$ cat src/rtl/pit_timer.sv
// Programmable interval timer: a prescaler down-counter whose borrow-out clocks a
// divider down-counter; divider underflow raises a one-cycle irq and a sticky pending flag.
module pit_timer #(
  parameter int WIDTH = 16
) (
  input  logic             clk,
  input  logic             resl,
  input  logic [WIDTH-1:0] din,
  input  logic             wr_pre,
  input  logic             wr_div,
  input  logic             rd_sel,
  input  logic             irq_ack,
  output logic [WIDTH-1:0] dout,
  output logic             tick,
  output logic             irq,
  output logic             irq_pend
);

  localparam logic [WIDTH-1:0] ZERO = {WIDTH{1'b0}};
  localparam logic [WIDTH-1:0] ONE  = {{(WIDTH-1){1'b0}}, 1'b1};

  logic [WIDTH-1:0] pre_reg_r;
  logic [WIDTH-1:0] pre_cnt_r;
  logic [WIDTH-1:0] div_reg_r;
  logic [WIDTH-1:0] div_cnt_r;
  logic             irq_r;
  logic             irq_pend_r;

  logic             active_s;
  logic             tick_s;
  logic             underflow_s;
  logic [WIDTH-1:0] pre_cnt_nxt_s;
  logic [WIDTH-1:0] div_cnt_nxt_s;
  logic             irq_pend_nxt_s;
  logic [WIDTH-1:0] dout_s;

  // Borrow chain, counter next-state and interrupt flag next-state.
  always_comb begin
    active_s       = 1'b0;
    tick_s         = 1'b0;
    underflow_s    = 1'b0;
    pre_cnt_nxt_s  = pre_cnt_r;
    div_cnt_nxt_s  = div_cnt_r;
    irq_pend_nxt_s = irq_pend_r;

    active_s = (div_reg_r != ZERO);
    tick_s   = active_s & (pre_cnt_r == ZERO);
    // A divider load in the same cycle swallows the underflow and its irq.
    underflow_s = tick_s & ~wr_div & (div_cnt_r == ZERO);

    if (wr_pre) begin
      pre_cnt_nxt_s = din;
    end else if (active_s) begin
      if (tick_s) begin
        pre_cnt_nxt_s = pre_reg_r;
      end else begin
        pre_cnt_nxt_s = pre_cnt_r - ONE;
      end
    end else begin
      pre_cnt_nxt_s = pre_cnt_r;
    end

    if (wr_div) begin
      div_cnt_nxt_s = din;
    end else if (tick_s) begin
      if (underflow_s) begin
        div_cnt_nxt_s = div_reg_r;
      end else begin
        div_cnt_nxt_s = div_cnt_r - ONE;
      end
    end else begin
      div_cnt_nxt_s = div_cnt_r;
    end

    irq_pend_nxt_s = underflow_s | (irq_pend_r & ~irq_ack);
  end

  // Readback mux: shows counts as they stand before this edge's update.
  always_comb begin
    dout_s = pre_cnt_r;
    if (rd_sel) begin
      dout_s = div_cnt_r;
    end else begin
      dout_s = pre_cnt_r;
    end
  end

  // Timer state registers.
  always_ff @(posedge clk or negedge resl) begin
    if (!resl) begin
      pre_reg_r  <= ZERO;
      pre_cnt_r  <= ZERO;
      div_reg_r  <= ZERO;
      div_cnt_r  <= ZERO;
      irq_r      <= 1'b0;
      irq_pend_r <= 1'b0;
    end else begin
      if (wr_pre) begin
        pre_reg_r <= din;
      end else begin
        pre_reg_r <= pre_reg_r;
      end
      if (wr_div) begin
        div_reg_r <= din;
      end else begin
        div_reg_r <= div_reg_r;
      end
      pre_cnt_r  <= pre_cnt_nxt_s;
      div_cnt_r  <= div_cnt_nxt_s;
      irq_r      <= underflow_s;
      irq_pend_r <= irq_pend_nxt_s;
    end
  end

  assign dout     = dout_s;
  assign tick     = tick_s;
  assign irq      = irq_r;
  assign irq_pend = irq_pend_r;

endmodule

$ cat config.mk
export PLATFORM = sky130hd
export DESIGN_NAME = pit_timer
export DESIGN_NICKNAME = d
export VERILOG_FILES = /design/src/rtl/pit_timer.sv
export SDC_FILE = /design/constraint.sdc
export NUM_CORES = 1
export LEC_CHECK = 0
export ABC_AREA = 1
export CORE_MARGIN = 5
export CORE_UTILIZATION = 62
export DETAILED_ROUTE_END_ITERATION = 8
export PLACE_DENSITY = 0.86
export SLEW_MARGIN = 20
export SYNTH_ARGS = -nofsm -noshare
export SYNTH_HDL_FRONTEND = slang
export SYNTH_SLANG_ARGS = --single-unit
$ cat constraint.sdc
create_clock -name clk -period 4 [get_ports clk]
set_input_delay 1 -clock clk [delete_from_list [all_inputs] [get_ports clk]]
set_output_delay 1 -clock clk [all_outputs]
set_load 0.01 [all_outputs]
Word-level counts from Yosys, hierarchy flattened:

Index checks and enable logic that the tools add are counted.

* mux-type cells: 7
* add/subtract/negate cells: 2
* bitwise gates (word level): 7
* reduce and logical (&&, ||, !) cells: 5

Operators with widths (count)
* 16-bit two-way mux: 7
* 16-bit zero test: 2
* 16-bit by 1-bit subtractor with 16-bit output, second input constant: 2
* 16-bit nonzero test: 1
* 1-bit AND: 4
* 2-bit nonzero test: 2
* 1-bit NOT: 2
* 1-bit OR: 1

* flip-flop bits (word level): 66
* output and inout port bits: 19
* logic and storage cells: 27
* input bits: 22

Logic depth before layout (Yosys ltp):

* depth after elaboration: 7
* mapped depth: 12

Least setup slack after synthesis:

No wires, ideal clock.

* path kind: input port to output port
* start point: in rd_sel
* end point: out dout[11]
* data required time: 3000 ps
* path slack: 1527 ps
* stages: 2
* path buffers: 1
* data arrival time: 1473 ps
* cells stage by stage: clkbuf_1 > o21ai_0

* longest elaborated chain between the ends: 1

RTL lines
* from (decl): line 11 `input logic rd_sel,`
* 16-bit two-way mux: line 81 `if (rd_sel) begin`
* to (decl): line 13 `output logic [WIDTH-1:0] dout,`

Every way passes these cells.

Final worst setup path:

* start point: in rd_sel
* end point: out dout[12]

Same word-level chain as after synthesis.

==> flow_summary_export.csv <==
group,metric,value,unit
routing,first_pass_iters,5,
layout,fin_area,4680,um^2
yosys,synth_top_flop_cell,"dfrtp_1",
global_route,grt_pass1_wl,18700,um
layout,n_fill_cell,501,
sta,period_share,87.9,%
die,die_area,8240,um^2
yosys,synthTopCellsByCount,"nand2_1, inv_1, dfrtp_1",
sta,slew_headroom,62.7,%
routing,viasPerCell,5.83,
layout,final_nets,631,
die,start_util,63.7,%
yosys,synth_nets,591,
global_route,grt_pass1_vias,3831,
sta,timing.setup.tns,0,ns
critical_path,critPathCaptureType,"output pin",
clock_network,clock_sinks,66,
sta,maxSlewViolCount,0,
run,drv_cap,0,
yosys,synthSimpleGateAreaFrac,27.0,%
global_route,grt_usage,28.0,%
pwr,p_total,1.69,mW
yosys,synth-seq-cells,66,
yosys,yosys_warnings,0,
yosys,synth_edf_count,0,
global_route,grt_max_degree,43,
sta,min_period,3.52,ns
layout,multiInputGateArea,1940,um^2
routing,drt.antenna.violating_nets,0,
yosys,ys_seq_area_share,40.8,%
clock_network,clock_path_buffers,2,
layout,area.growth.synth_to_final,15.7,%
clock_network,path_clk_slew,0.07,ns
pwr,power_density,362,nW/um^2
layout,seqCellArea,1650,um^2
die,die_h,90.8,um
die,rows,29,
sta,clock.fmax,284,MHz
yosys,yosys-top-cells-area,"dfrtp_1, nand2_1, o21ai_0",
pwr,ir_drop,254,uV
sta,rsz0062_at_grt,"false",
outcome,status,"completed",
yosys,synth_top_cell_area_share,40.8,%
layout,drive_gt1_share,8.20,%
global_route,gr-total-overflow,0,
placed_design,place_congestion,0.921,
routing,wl,11300,um
sta,hold_viol,0,
clock_network,cts_resized,0,
pwr,leakagePower,2.34,nW
layout,diodes,0,
routing,drtIter0Drc,250,
clock_network,cts_buffers,9,
yosys,synth-compound-area-share,16.1,%
routing,routed-via-count,4005,
critical_path,worstPathRequired,3.00,ns
yosys,synthesis.area,4050,um^2
critical_path,path_max_fanout,32,
placed_design,placed_cell_area,4490,um^2
sta,clock_skew,0.0117,ns
yosys,ys_types,33,
die,die_x,90.8,um
yosys,synth_top_family_by_area,"simple AND/OR/NAND/NOR gates",
sta,finalSetupViolations,0,
yosys,synth-xor-area-share,4.11,%
sta,worst_slew_pin_slew,0.555,ns
yosys,avgSynthCellArea,7.15,um^2
clock_network,cts_tree,"done",
min_path,hold_class,"register to register",
critical_path,start_kind,"input pin",
clock_network,hold_buffers,0,
yosys,synthCells,566,
routing,wl_per_cell,16.4,um
placed_design,hpwl,8230,um
yosys,synthArstFlopShare,100,%
clock_network,cts_root_buf,"clkbuf_8",
clock_network,cts_setup_buffers,0,
die,io_pins,41,
placed_design,port_buffers,40,
sta,holdWs,0.478,ns
clock_network,h-tree-depth,3,
global_route,antenna_found_initial,0,
routing,route.detailed.drc,0,
yosys,yosys.cell_count.top_type,"nand2_1",
die,core,6350,um^2
yosys,muxShareOfSynthArea,0,%
layout,fin_util,73.7,%
clock_network,clock_latency,0.35,ns
yosys,yosysTopAreaCell,"dfrtp_1",
yosys,synthAdderAreaFrac,0.928,%
critical_path,cp.arrival,2.52,ns
critical_path,crit_type,"input pin to output pin",
## routing by layer
metal | wire length, um | vias to the layer above | GRT usage [%]
li1 | - | 1885 | -
met1 | 4640 | 1889 | 37.6
met2 | 5390 | 208 | 44.6
met3 | 1010 | 23 | 5.83
met4 | 255 | 0 | 10.6
met5 | 0 | - | 0
## cell usage in the layout, fill, tap and decap left out, types with 3 or more instances in the layout
master,n
a31oi_1,8
ha_1,3
a21oi_1,17
clkbuf_8,10
nand2_2,5
nand2_1,141
nor2_1,44
nor2_4,3
inv_1,82
buf_4,7
clkdlybuf4s50_1,39
nor2_2,6
inv_2,10
nand3_1,31
nor3_1,6
o22ai_1,6
o211ai_1,10
nand4_1,7
xor2_1,17
dfrtp_1,66
o21ai_0,64
o21ai_1,10
## sequential cells by signal (all words and copies together), names as in the netlist
| name | count |
|---|---|
| irq | 1 |
| irq_pend | 1 |
| div_reg_r | 16 |
| pre_reg_r | 16 |
| div_cnt_r | 16 |
| pre_cnt_r | 16 |
## power by group
group	total (mW)	internal (mW)	switching, mW
Sequential	0.787	0.729	0.0584
Combinational	0.357	0.140	0.217
Clock	0.550	0.300	0.250
Total	1.69	1.17	0.526
## through the flow
stage	instances	setup WS, ns
after floorplan	566	1.53
after global placement	672	0.563
after detailed placement	672	0.511
after CTS	687	0.494
after global routing	687	0.325
final	687	0.484
## worst max-delay path: stages
cell	delay, ns
clkdlybuf4s50_1	0.46
buf_4	0.28
nand2_1	0.09
o21ai_0	0.09
clkdlybuf4s50_1	0.59
## layout make-up
type / count / area share [%]
Timing Repair Buffer: 47 / 9.57
Multi-Input combinational cell: 389 / 41.6
Inverter: 93 / 7.57
Tap cell: 77 / 2.06
Sequential cell: 66 / 35.3
Clock inverter: 3 / 0.856
Clock buffer: 12 / 3.10
## worst paths after layout
kind,from,end,slack [ns],cells after the start
max,rd_sel,dout[12],0.48,5
min,pre_reg_r[4]$_DFFE_PN0P_,pre_reg_r[4]$_DFFE_PN0P_,0.48,2
min reg2reg,pre_reg_r[4]$_DFFE_PN0P_,pre_reg_r[4]$_DFFE_PN0P_,0.48,2
min in group asynchronous,resl,pre_reg_r[3]$_DFFE_PN0P_,0.63,1
max in group asynchronous,resl,div_reg_r[15]$_DFFE_PN0P_,2.40,2
max reg2reg,pre_cnt_r[0]$_DFFE_PN0P_,div_cnt_r[0]$_DFFE_PN0P_,1.55,12
## cells by family after synthesis
logic type               count (synthesis)
AND/OR/NAND/NOR                        248
AO/OA/AOI/OAI                          119
buffers and inverters                  111
flip-flops                              66
XOR/XNOR                                19
adder cells (fa/ha/maj)                  3
Note: power is estimated with default switching activity, not from simulation.
